<file path="config.mk">
export PLATFORM = sky130hd
export DESIGN_NAME = cg_phase_sequencer
export DESIGN_NICKNAME = d
export VERILOG_FILES = /design/src/rtl/cg_seq_pkg.sv /design/src/rtl/cg_phase_watchdog.sv /design/src/rtl/cg_phase_sequencer.sv
export SDC_FILE = /design/constraint.sdc
export NUM_CORES = 1
export LEC_CHECK = 0
export ABC_CLOCK_PERIOD_IN_PS = 2450
export CAP_MARGIN = 20
export CORE_MARGIN = 3
export CORE_UTILIZATION = 44
export CTS_BUF_LIST = sky130_fd_sc_hd__clkbuf_4 sky130_fd_sc_hd__clkbuf_8
export DETAILED_ROUTE_END_ITERATION = 10
export PLACE_DENSITY = 0.81
export SLEW_MARGIN = 10
export SYNTH_ARGS = -nofsm -noshare
export SYNTH_HDL_FRONTEND = slang
export SYNTH_SLANG_ARGS = --single-unit
</file>
<file path="constraint.sdc">
create_clock -name clk -period 2.45 [get_ports clk]
set_input_delay 0.3675 -clock clk [delete_from_list [all_inputs] [get_ports clk]]
set_output_delay 0.3675 -clock clk [all_outputs]
set_load 0.005 [all_outputs]
</file>
<file path="src/rtl/cg_seq_pkg.sv">
// Shared types and constants for the conjugate-gradient phase sequencer.
package cg_seq_pkg;

  localparam int unsigned NUM_PHASES = 7;
  localparam int unsigned PHASE_W    = 3;

  localparam logic [PHASE_W-1:0] PH_MXV       = 3'd0;
  localparam logic [PHASE_W-1:0] PH_VXV_PQ    = 3'd1;
  localparam logic [PHASE_W-1:0] PH_DIV_ALPHA = 3'd2;
  localparam logic [PHASE_W-1:0] PH_UPD_XR    = 3'd3;
  localparam logic [PHASE_W-1:0] PH_VXV_RR    = 3'd4;
  localparam logic [PHASE_W-1:0] PH_DIV_BETA  = 3'd5;
  localparam logic [PHASE_W-1:0] PH_UPD_P     = 3'd6;

  typedef enum logic [2:0] {
    StIdle,
    StLaunch,
    StWait,
    StCheck,
    StDone,
    StError
  } seq_state_e;

endpackage

</file>
<file path="src/rtl/cg_phase_watchdog.sv">
// Per-phase wait watchdog: counts enabled cycles and flags expiry on the
// TIMEOUT_CYCLES-th consecutive enabled cycle since the last clear.
module cg_phase_watchdog #(
  parameter int unsigned TIMEOUT_CYCLES = 4096,
  parameter int unsigned TMO_W          = 16
) (
  input  logic clk,
  input  logic reset,
  input  logic clear,
  input  logic enable,
  output logic expired
);

  localparam logic [TMO_W-1:0] Limit = TMO_W'(TIMEOUT_CYCLES - 1);

  logic [TMO_W-1:0] cnt_q;

  assign expired = enable && (cnt_q == Limit);

  always_ff @(posedge clk) begin
    if (reset || clear) begin
      cnt_q <= '0;
    end else if (enable && !expired) begin
      cnt_q <= cnt_q + TMO_W'(1);
    end
  end

endmodule

</file>
<file path="src/rtl/cg_phase_sequencer.sv">
// Phase scheduler for the CG solver datapath: launches each compute unit in
// order, counts iterations, halts on convergence/limit and traps hung units.
// Optional cycle counter enabled by defining CG_SEQ_PERF_CNT_EN.
module cg_phase_sequencer
  import cg_seq_pkg::*;
#(
  parameter int unsigned MAX_ITER       = 20,
  parameter int unsigned ITER_W         = 11,
  parameter int unsigned TIMEOUT_CYCLES = 4096,
  parameter int unsigned TMO_W          = 16,
  parameter int unsigned PERF_W         = 32
) (
  input  logic                  clk,
  input  logic                  reset,
  input  logic                  start_i,
  input  logic                  abort_i,
  input  logic                  converged_i,
  input  logic [NUM_PHASES-1:0] unit_done_i,
  output logic [NUM_PHASES-1:0] unit_start_o,
  output logic [PHASE_W-1:0]    phase_o,
  output logic [ITER_W-1:0]     iter_count_o,
  output logic                  busy_o,
  output logic                  halt_o,
  output logic                  done_o,
  output logic                  err_o,
  output logic [PHASE_W-1:0]    err_phase_o,
  output logic [PERF_W-1:0]     cycles_o
);

  localparam logic [ITER_W-1:0] MaxIter = ITER_W'(MAX_ITER);

  seq_state_e          state_q, state_d;
  logic [PHASE_W-1:0]  phase_q, phase_d;
  logic [ITER_W-1:0]   iter_q, iter_d;
  logic [ITER_W-1:0]   iter_inc;
  logic                halt_q, halt_d;
  logic                done_q, done_d;
  logic                err_q, err_d;
  logic [PHASE_W-1:0]  err_phase_q, err_phase_d;
  logic [7:0]          done_vec;
  logic                phase_done;
  logic                wdg_clear;
  logic                wdg_enable;
  logic                wdg_expired;

  // Pad to a power of two so any phase_q value indexes a real bit.
  assign done_vec   = {1'b0, unit_done_i};
  assign phase_done = done_vec[phase_q];
  assign iter_inc   = iter_q + ITER_W'(1);
  assign wdg_clear  = (state_q == StLaunch);
  assign wdg_enable = (state_q == StWait);

  cg_phase_watchdog #(
    .TIMEOUT_CYCLES(TIMEOUT_CYCLES),
    .TMO_W         (TMO_W)
  ) u_watchdog (
    .clk    (clk),
    .reset  (reset),
    .clear  (wdg_clear),
    .enable (wdg_enable),
    .expired(wdg_expired)
  );

  always_comb begin
    state_d     = state_q;
    phase_d     = phase_q;
    iter_d      = iter_q;
    halt_d      = halt_q;
    done_d      = 1'b0;
    err_d       = err_q;
    err_phase_d = err_phase_q;

    if (abort_i) begin
      if (state_q != StIdle) begin
        state_d = StIdle;
        phase_d = PH_MXV;
        halt_d  = 1'b0;
      end
    end else begin
      case (state_q)
        StIdle, StDone, StError: begin
          if (start_i) begin
            state_d     = StLaunch;
            phase_d     = PH_MXV;
            iter_d      = '0;
            halt_d      = 1'b0;
            err_d       = 1'b0;
            err_phase_d = '0;
          end
        end
        StLaunch: state_d = StWait;
        StWait: begin
          // A done in the same cycle as expiry still counts as success.
          if (phase_done) begin
            if (phase_q == PH_UPD_P) begin
              state_d = StCheck;
            end else begin
              phase_d = phase_q + PHASE_W'(1);
              state_d = StLaunch;
            end
          end else if (wdg_expired) begin
            state_d     = StError;
            err_d       = 1'b1;
            err_phase_d = phase_q;
          end
        end
        StCheck: begin
          iter_d = iter_inc;
          if (converged_i || (iter_inc == MaxIter)) begin
            state_d = StDone;
            done_d  = 1'b1;
            halt_d  = 1'b1;
          end else begin
            phase_d = PH_MXV;
            state_d = StLaunch;
          end
        end
        default: state_d = StIdle;
      endcase
    end
  end

  always_ff @(posedge clk) begin
    if (reset) begin
      state_q     <= StIdle;
      phase_q     <= PH_MXV;
      iter_q      <= '0;
      halt_q      <= 1'b0;
      done_q      <= 1'b0;
      err_q       <= 1'b0;
      err_phase_q <= '0;
    end else begin
      state_q     <= state_d;
      phase_q     <= phase_d;
      iter_q      <= iter_d;
      halt_q      <= halt_d;
      done_q      <= done_d;
      err_q       <= err_d;
      err_phase_q <= err_phase_d;
    end
  end

  always_comb begin
    unit_start_o = '0;
    for (int unsigned i = 0; i < NUM_PHASES; i++) begin
      unit_start_o[i] = (state_q == StLaunch) && (phase_q == PHASE_W'(i));
    end
  end

  assign busy_o       = (state_q == StLaunch) || (state_q == StWait) || (state_q == StCheck);
  assign phase_o      = phase_q;
  assign iter_count_o = iter_q;
  assign halt_o       = halt_q;
  assign done_o       = done_q;
  assign err_o        = err_q;
  assign err_phase_o  = err_phase_q;

`ifdef CG_SEQ_PERF_CNT_EN
  logic              start_accept;
  logic [PERF_W-1:0] cycles_q;

  assign start_accept = start_i && !abort_i &&
                        ((state_q == StIdle) || (state_q == StDone) || (state_q == StError));

  always_ff @(posedge clk) begin
    if (reset || start_accept) begin
      cycles_q <= '0;
    end else if (busy_o && (cycles_q != '1)) begin
      cycles_q <= cycles_q + PERF_W'(1);
    end
  end

  assign cycles_o = cycles_q;
`else
  assign cycles_o = '0;
`endif

endmodule

</file>
---- Word-level counts from Yosys, hierarchy flattened ----
Index checks and enable logic that the tools add are counted.
storage, ports and cells
  register bits after elaboration ......... 39
  input bits .............................. 12
  output and inout port bits .............. 60
  word-level logic and storage cells ...... 95
cells by class
  $add $sub $neg .......................... 3
  magnitude comparators ................... 1
  equal/unequal tests ..................... 23
  multiplexer cells ....................... 30
  bitwise gates (word level) .............. 2
  reduce and logical (&&, ||, !) cells .... 28
operator list
  operator                                                                 count
  3-bit 2-to-1 mux                                                         13
  11-bit one-hot mux with 2 select lines                                   1
  16-bit by 1-bit adder with 16-bit output, second input constant          1
  16-bit by 12-bit equality test with 1-bit output, second input constant  1
  3-bit equality test, second input constant                               5
  3-bit != test, second input constant                                     5
  3-bit by 2-bit equality test with 1-bit output, second input constant    4
  3-bit one-hot mux with 4 select lines                                    1
  11-bit by 1-bit adder with 11-bit output, second input constant          1
  11-bit by 5-bit equality test with 1-bit output, second input constant   1
  11-bit 2-to-1 mux                                                        1
  1-bit logical AND                                                        9
  3-bit one-hot mux with 3 select lines                                    1
  1-bit 2-to-1 mux                                                         8
  3-bit by 1-bit equality test with 1-bit output, second input constant    2
  3-bit logical NOT                                                        2
  2-bit != test, second input constant                                     3
  3-bit one-hot mux with 2 select lines                                    1
  3-bit AND reduction                                                      2
  6-bit AND reduction                                                      1
  3-bit nonzero test                                                       2
  3-bit OR reduction                                                       2
  5-bit AND reduction                                                      1
  1-bit logical OR                                                         4
  other kinds (12)                                                         15

---- Depth between registers and ports, before layout ----
Gate-level depths: netlist (run 1).
  depth after elaboration ................. 6
  depth in mapped cells ................... 7
  mapped depth without buffers ............ 7

---- Cells and area by module ----
A second synthesis (run 1) with hierarchy kept.
second synthesis, totals
  cell total of the unflattened synthesis .. 325
  area total of the unflattened synthesis .. 2648.8 um2
modules (own cells, without submodules)
  module              instances  cells an instance  area each (um2)
  cg_phase_sequencer  1          226                1799.2
  cg_phase_watchdog   1          99                 849.6

---- Worst setup path before layout (run 1) ----
No wires, ideal clock.
  kind .................................... flip-flop to flip-flop
  start ................................... register iter_q[0], in the netlist iter_count_o[0]
  end ..................................... register phase_q[0], in the netlist phase_o[0]
  library setup time ...................... 0.121 ns
  arrival ................................. 1.798 ns
  required time ........................... 2.329 ns
  setup slack ............................. 0.531 ns
  stages on the path, launching flop included .. 7
  clock period less this slack ............ 1.919 ns
  path through ............................ dfxtp_1 ha_1 nor4bb_1 a31oi_1 nand2b_1 o21ai_0 mux2_2
between the ends
  cells in the longest elaborated chain, start to end .. 5
ends and longest elaborated chain
  item                                             line                       source
  from (decl)                                      cg_phase_sequencer.sv:34   logic [ITER_W-1:0] iter_q, iter_d;
  from (signal assigned)                           cg_phase_sequencer.sv:135  iter_q <= iter_d;
  11-bit by 1-bit adder with 11-bit output         cg_phase_sequencer.sv:49   assign iter_inc = iter_q + ITER_W'(1);
  11-bit by 5-bit equality test with 1-bit output  cg_phase_sequencer.sv:109  if (converged_i || (iter_inc == MaxIter)) begin
  1-bit logical OR                                 cg_phase_sequencer.sv:109
  3-bit != test (no source line)                   --
  6-bit AND reduction (no source line)             --
  to (signal assigned)                             cg_phase_sequencer.sv:134  phase_q <= phase_d;
  to (decl)                                        cg_phase_sequencer.sv:33   logic [PHASE_W-1:0] phase_q, phase_d;
No other way between the ends.
A chain may end at the register's enable or synchronous reset.

---- Worst setup path after layout (run 1) ----
  start ................................... register state_q[0]
  end ..................................... output port unit_start_o[5]
between the ends
  cells in the longest elaborated chain, start to end .. 2
ends and longest elaborated chain
  item                                            line                       source
  from (decl)                                     cg_phase_sequencer.sv:32   seq_state_e state_q, state_d;
  from (signal assigned)                          cg_phase_sequencer.sv:125  state_q <= StIdle;
  from (signal assigned)                          cg_phase_sequencer.sv:133  state_q <= state_d;
  3-bit by 1-bit equality test with 1-bit output  cg_phase_sequencer.sv:146  unit_start_o[i] = (state_q == StLaunch) && (phase_q == PHASE_W'(i));
  1-bit logical AND                               cg_phase_sequencer.sv:146
  to (decl)                                       cg_phase_sequencer.sv:19   output logic [NUM_PHASES-1:0] unit_start_o,
No other way between the ends.

==> results of run 1 <==
[cells in the final DEF (no fill, tap or decap), types with 7 or more instances in the layout]
master and n:
a211oi_1 9, a21oi_1 12, buf_4 10, clkdlybuf4s50_1 39
conb_1 32, dfxtp_1 38, ha_1 7, inv_1 7
nand2_1 13, nand2b_1 7, nand3_1 13, nor2_1 42
o21ai_0 10, xnor2_1 10
[routing by layer]
metal,wire (um),vias up,track usage (%)
met5,0,-,0
met4,65,0,6.146
met3,266,8,3.180
met2,2814,59,30.29
met1,2500,1045,20.84
li1,-,1100,-
[worst max-delay path by stage]
stage | startpoint | end | slack (ns)
6_report | state_q[0] | unit_start_o[5] | 0.18
5_1_grt | state_q[0] | unit_start_o[5] | 0.08
4_1_cts | state_q[0] | unit_start_o[5] | 0.006
3_5_place_dp | abort_i | phase_o[0] | 0.08
3_3_place_gp | abort_i | phase_o[0] | 0.16
2_1_floorplan | iter_count_o[0] | phase_o[0] | 0.53
[power breakdown]
group          leakage [nW]  total [mW]  internal [mW]  switching, mW
clock network        0.0491       0.440          0.222          0.218
logic                 0.716       0.140         0.0617         0.0779
registers             0.315       0.642          0.637        0.00513
[flip-flops by register name, summed over array words and instances, names as in the netlist]
register / flops
u_watchdog.cnt_q: 16
iter_count_o: 11
done_o: 1
err_o: 1
phase_o: 3
state_q: 3
halt_o: 1
err_phase_o: 3
[repair_timing]
| action | in CTS | in global routing |
|---|---|---|
| endpoints found under the setup margin | 0 | 6 |
| gates resized for setup | 0 | 2 |
| hold buffers | 0 | 0 |
[logic make-up after synthesis]
logic type	Yosys count	synth area share [%]
XOR/XNOR	15	5.216
multiplexers	9	3.726
AO/OA/AOI/OAI	61	17.98
AND/OR/NAND/NOR	120	25.68
adder cells (fa/ha/maj)	7	3.477
flip-flops	39	31.00
other	1	0.1489
buffers and inverters	51	12.77
[stage by stage]
stage                     power [mW]  std cells  cell area (um^2)  worst slack [ns]
after floorplan               0.7828        334              2635            0.5308
after global placement        0.7914        409              2893            0.1596
after detailed placement      0.7928        409              2893           0.08366
after CTS                      1.229        417              2982          0.006080
after global routing           1.277        417              2985           0.07725
final                          1.222        417              2985            0.1832
[synth_stat cells (all sizes together) (2+ instances only)]
| master | instances | area share [%] |
|---|---|---|
| a2111oi | 5 | 2.7 |
| a211oi | 9 | 2.7 |
| a21oi | 12 | 2.4 |
| a22o | 3 | 1.0 |
| a22oi | 2 | 0.60 |
| a31oi | 5 | 1.2 |
| and2 | 4 | 0.99 |
| and3 | 6 | 1.5 |
| buf | 35 | 10 |
| clkbuf | 9 | 1.3 |
| dfxtp | 39 | 31 |
| ha | 7 | 3.5 |
| inv | 7 | 1.0 |
| mux2 | 3 | 1.3 |
| mux2i | 6 | 2.4 |
| nand2 | 13 | 1.9 |
| nand2b | 7 | 1.7 |
| nand3 | 13 | 2.6 |
| nand3b | 2 | 0.60 |
| nand4 | 4 | 0.99 |
| nor2 | 43 | 6.4 |
| nor2b | 6 | 1.5 |
| nor3 | 2 | 0.40 |
| nor4 | 4 | 1.8 |
| nor4bb | 2 | 0.79 |
| o211a | 2 | 0.79 |
| o21ai | 10 | 2.0 |
| o21ba | 2 | 0.79 |
| or2 | 4 | 0.99 |
| or3 | 3 | 0.94 |
| or4 | 2 | 0.60 |
| or4b | 2 | 0.79 |
| xnor2 | 10 | 3.5 |
| xor2 | 5 | 1.7 |
[layout make-up]
type | instances | area [um^2]
multi-input combinational | 244 | 1535
sequential | 39 | 782.0
tap | 70 | 87.58
fill | 498 | 2350
clock inverter | 1 | 5.005
clock buffer | 7 | 83.83
inverter | 7 | 26.28
timing repair buffer | 49 | 465.4
==> run_results.csv, run 1 <==
group,metric,value,unit
power_and_ir_drop,irDropWorstVdd,0.0002637,V
sta,setup_viol_count_final,0,
clock_tree,clk_latency,0.29,ns
grt,grt_use_total,17.21,%
sta,period_needed,2.267,ns
logic_synthesis,synth_cells,303,
detailed_routing,dr.first_iter.drc_count,165,
logic_synthesis,postSynth.asyncResetShare,0,%
setup_path,regToRegSetupSlack,0.24,ns
sta,worstMarginPinSlew,0.5225,ns
setup_path,slowest_delay,0.50,ns
clock_tree,cts.path.max_buffers,2,
floorplan,die_w,81.66,um
logic_synthesis,seq_area_frac_synth,31.00,%
floorplan,num_rows,26,
setup_path,arrival,1.90,ns
floorplan,start_util,47.21,%
grt,grt-ovfl-total,0,
detailed_routing,drtPass1Iterations,4,
cells_and_area,final_net_count,365,
setup_path,r2r-start,"phase_o[1]",
logic_synthesis,synth_edf_count,0,
outcome,status,"complete, no violations",
clock_tree,htree_levels,2,
cells_and_area,drive_above_1_share,10.37,%
setup_path,worst-path-buf-inv,1,
logic_synthesis,synth_area,2519,um^2
grt,grt_max_degree,15,
floorplan,die_area,6668,um^2
logic_synthesis,yosys_warnings,0,
setup_path,required,2.08,ns
worst_hold_path,worst_hold_path.endpoint,"err_o",
grt,antenna_found_initial,0,
detailed_routing,wl_per_cell,13.54,um
sta,slew_headroom,64.26,%
detailed_routing,totalWireLength,5646,um
clock_tree,path_clk_slew,0.08,ns
clock_tree,cts_root_buffer,"clkbuf_8",
floorplan,pin_count,72,
setup_path,r2r-end,"phase_o[0]",
sta,fin_skew,0.01335,ns
setup_path,start_kind,"flop",
setup_path,worstSetupEndpointType,"primary output",
floorplan,die_h,81.66,um
detailed_routing,drc,0,
setup_path,cp_slowest_cell,"clkdlybuf4s50_1",
cells_and_area,area_growth_syn_to_layout,18.53,%
detailed_routing,detail-route-antenna-nets,0,
clock_tree,postCtsSetupRepairBufs,0,
power_and_ir_drop,leakage,1.080,nW
logic_synthesis,synth.avg_cell_area,8.312,um^2
sta,hold_viol_final,0,
sta,max_freq,441.2,MHz
grt,first_global_vias,2021,
sta,rsz0062_at_grt,"no",
detailed_routing,num_vias,2212,
placement,hpwl,4264,um
setup_path,crit_path_max_fanout,9,
clock_tree,clock-sinks,39,
worst_hold_path,hp-class,"flop to flop",
sta,timing.final.crit_share,92.52,%
floorplan,core,5335,um^2
clock_tree,cts-buffers-inserted,5,
grt,grt_pass1_wl,9101,um
logic_synthesis,netlist-cell-type-count,57,
setup_path,reg2regPathDepth,6,
sta,finalSetupTns,0,ns
detailed_routing,drt-vias-per-instance,5.305,
sta,finalMaxSlewViolations,0,
setup_path,cp_cell_sequence,"or2b_1 -> nor2_2 -> and3_1 -> clkdlybuf4s50_1",
cells_and_area,num_antenna_cells,0,
flow_run,drv_cap,0,
worst_hold_path,min-delay-start,"err_o",
logic_synthesis,synth_ff_type,"dfxtp_1",
cells_and_area,utilization,55.96,%
worst_hold_path,holdPathStages,1,
logic_synthesis,synth-seq-cells,39,
sta,hold-worst-slack,0.4596,ns
setup_path,critPathTopFamily,"simple AND/OR/NAND/NOR gates",
placement,gp_congestion,0.8449,
setup_path,worstSetupPathDepth,4,
clock_tree,cts_tree,"yes",
placement,portBuffers,39,
power_and_ir_drop,p_per_area,409.2,nW/um^2
setup_path,critPathKind,"flop to primary output",
(Power assumes the default switching activity.)
==> run 2, diff against run 1 <==
- ABC_AREA: not set -> 1
- CORE_UTILIZATION: 44 -> 50
- PLACE_DENSITY: 0.81 -> 0.91
==> run 2 against run 1 <==
  * Via count is 10% higher
  * Sequential power is 3.9% higher
  * Global-route usage rose by 2.8 points
  * Sequential share of layout area decreased by 0.39 points
  * Synthesized cell count up 27%
  * Clock power grew 11%
  * First-iteration DRC count rose by 55%
  * Total power rose by 14%
  * Synthesized area grew 3.0%
  * Flip-flop and latch count did not move
  * Largest cell class unchanged
  * Setup slack worse by 0.026 ns
==> run_results.csv, run 2 <==
group,metric,value,unit
outcome,status,"complete, no violations",
logic_synthesis,synth_compound_area_share,11.87,%
floorplan,start_util,53.15,%
logic_synthesis,synth.avg_cell_area,6.720,um^2
clock_tree,cts-buffers-inserted,5,
setup_path,r2r-start,"u_watchdog.cnt_q[0]",
cells_and_area,largest_reg_flops,16,
worst_hold_path,holdPathStages,2,
sta,period_needed,2.293,ns
logic_synthesis,synth_common_cells,"93 x nand2_1, 42 x inv_1, 39 x dfxtp_1",
floorplan,num_rows,25,
floorplan,die_h,78.03,um
cells_and_area,regMostFlops,"u_watchdog.cnt_q",
grt,first_global_vias,2254,
detailed_routing,drtPass1Iterations,4,
logic_synthesis,synth_edf_count,0,
logic_synthesis,synthTopCellsByArea,"dfxtp_1 30%, nand2_1 13%, buf_4 9.3%",
clock_tree,htree_levels,2,
placement,portBuffers,39,
logic_synthesis,yosysMostFrequentCell,"nand2_1",
sta,fin_skew,0.01195,ns
cells_and_area,final_cell_mix,"93 x nand2_1, 42 x inv_1, 39 x clkdlybuf4s50_1, 38 x dfxtp_1",
flow_run,drv_cap,0,
floorplan,core,4880,um^2
sta,finalMaxSlewViolations,0,
logic_synthesis,synthXorXnorAreaFrac,2.026,%
placement,gp_congestion,0.8792,
logic_synthesis,yosys-mux-area-fraction,0,%
clock_tree,postCtsSetupRepairBufs,0,
worst_hold_path,min-delay-start,"u_watchdog.cnt_q[8]",
setup_path,worstSetupEndpointType,"primary output",
setup_path,arrival,1.93,ns
logic_synthesis,synth_top_family_by_area,"simple AND/OR/NAND/NOR gates",
placement,hpwl,4429,um
floorplan,die_area,6088,um^2
cells_and_area,mostFrequentLayoutCell,"nand2_1",
setup_path,required,2.08,ns
logic_synthesis,yosys_warnings,0,
placement,post_dp_cell_area,2920,um^2
setup_path,start_kind,"flop",
setup_path,critPathKind,"flop to primary output",
detailed_routing,wl_per_cell,11.78,um
clock_tree,clk_latency,0.29,ns
logic_synthesis,synth_largest_area_cell,"dfxtp_1",
logic_synthesis,synth-seq-cells,39,
grt,grt_pass1_wl,9977,um
logic_synthesis,yosys.area_share.simple,34.49,%
grt,grt-ovfl-total,0,
sta,setup_viol_count_final,0,
grt,antenna_found_initial,0,
clock_tree,cts_tree,"yes",
setup_path,worst-path-buf-inv,3,
sta,hold_viol_final,0,
logic_synthesis,seq_area_frac_synth,30.10,%
setup_path,critPathTopFamily,"buffers and inverters",
logic_synthesis,netlist-cell-type-count,41,
cells_and_area,post-route-cell-area,3030,um^2
clock_tree,cts.path.max_buffers,2,
cells_and_area,num_antenna_cells,0,
power_and_ir_drop,p_per_area,458.0,nW/um^2
grt,grt_use_total,20.01,%
cells_and_area,drive_above_1_share,9.813,%
sta,finalSetupTns,0,ns
sta,max_freq,436.2,MHz
detailed_routing,dr.first_iter.drc_count,256,
detailed_routing,detail-route-antenna-nets,0,
sta,timing.final.crit_share,93.58,%
setup_path,slowest_delay,0.54,ns
setup_path,r2r-end,"u_watchdog.cnt_q[13]",
cells_and_area,area_growth_syn_to_layout,16.84,%
logic_synthesis,synth_fa_ha_area_share,3.377,%
sta,rsz0062_at_grt,"no",
logic_synthesis,synth_ff_type,"dfxtp_1",
detailed_routing,drt-vias-per-instance,4.925,
logic_synthesis,synth_top_area_share,30.10,%
clock_tree,ctsHoldBuffers,0,
cells_and_area,final_net_count,446,
floorplan,die_w,78.03,um
logic_synthesis,postSynth.asyncResetShare,0,%
clock_tree,clock-sinks,39,
detailed_routing,num_vias,2438,
grt,grt_max_degree,20,
worst_hold_path,worst_hold_path.endpoint,"u_watchdog.cnt_q[8]",
detailed_routing,totalWireLength,5832,um
setup_path,reg2regPathDepth,11,
setup_path,cp_slowest_cell,"clkdlybuf4s50_1",
detailed_routing,drc,0,
power_and_ir_drop,leakage,1.197,nW
worst_hold_path,hp-class,"flop to flop",
clock_tree,cts_root_buffer,"clkbuf_8",
logic_synthesis,synth_area,2594,um^2
logic_synthesis,synth_cells,386,
clock_tree,path_clk_slew,0.07,ns
setup_path,cp_cell_sequence,"inv_2 -> nor3_1 -> inv_1 -> nor3_2 -> clkdlybuf4s50_1",
setup_path,crit_path_max_fanout,8,
power_and_ir_drop,irDropWorstVdd,0.0002977,V
setup_path,regToRegSetupSlack,0.45,ns
floorplan,pin_count,72,
[run 2: changes by cell type after synthesis, moves of 7 or more]
cell	before	now
nand3_1	13	28
inv_2	0	8
nor3_1	2	9
inv_1	7	42
nand2_1	13	93
a21oi_1	12	34
xnor2_1	10	2
a211oi_1	9	1
nor2_1	43	34
nand2b_1	7	0
[run 2: cell type report]
cell class | instances | area [um^2]
multi-input combinational | 290 | 1468
fill | 440 | 1849
tap | 67 | 83.83
sequential | 39 | 782.0
timing repair buffer | 41 | 405.4
inverter | 50 | 187.7
clock buffer | 8 | 103.9
[run 2: worst min-delay path: stages (launching register included)]
cell     delay, ns
dfxtp_1       0.31
inv_1         0.05
a21oi_1       0.05
[run 2: power by group]
part / total (mW) / leakage (nW) / switching, mW / internal, mW
clock: 0.489 / 0.0549 / 0.221 / 0.268
sequential: 0.667 / 0.315 / 0.0221 / 0.645
combinational: 0.232 / 0.827 / 0.143 / 0.0889
total: 1.39 / 1.20 / 0.386 / 1.00
[run 2: timing repair]
action | in CTS | in global routing
gates resized for setup | 1 | 1
pin swaps | 0 | 0
setup endpoints to repair | 1 | 1
[run 2: worst max path at each step]
stage / startpoint / endpoint / cells after the start
floorplan: u_watchdog.cnt_q[0] / u_watchdog.cnt_q[12] / 11
finish: state_q[0] / unit_start_o[1] / 5
global placement: state_q[0] / unit_start_o[4] / 5
CTS: state_q[0] / unit_start_o[1] / 5
global route: state_q[0] / unit_start_o[1] / 5
detailed placement: state_q[0] / unit_start_o[1] / 5
[run 2: stage by stage]
stage	total power, mW	hold WS, ns	utilization, %	setup WS (ns)	instances
finish	1.388	0.4539	62.10	0.1572	495
global route	1.468	0.4741	62.10	0.04500	495
CTS	1.400	0.4629	62.00	0.04672	495
detailed placement	0.9069	0.4516	59.85	0.3012	487
global placement	0.8985	0.4319	59.85	0.4334	487
floorplan	0.8673	0.4238	-	0.7405	417
[run 2: kinds of logic after synthesis]
kind of cell / count (synthesis)
AO/OA/AOI/OAI: 54
XOR/XNOR: 6
adder cells (fa/ha/maj): 7
buffers and inverters: 88
flip-flops: 39
other: 1
AND/OR/NAND/NOR: 191
[run 2: layer usage]
layer | global-route usage [%] | up-vias | routed length (um)
met5 | 0 | - | 0
met4 | 9.091 | 0 | 79
met3 | 4.702 | 8 | 393
met2 | 35.36 | 92 | 2954
met1 | 22.78 | 1089 | 2405
li1 | - | 1249 | -
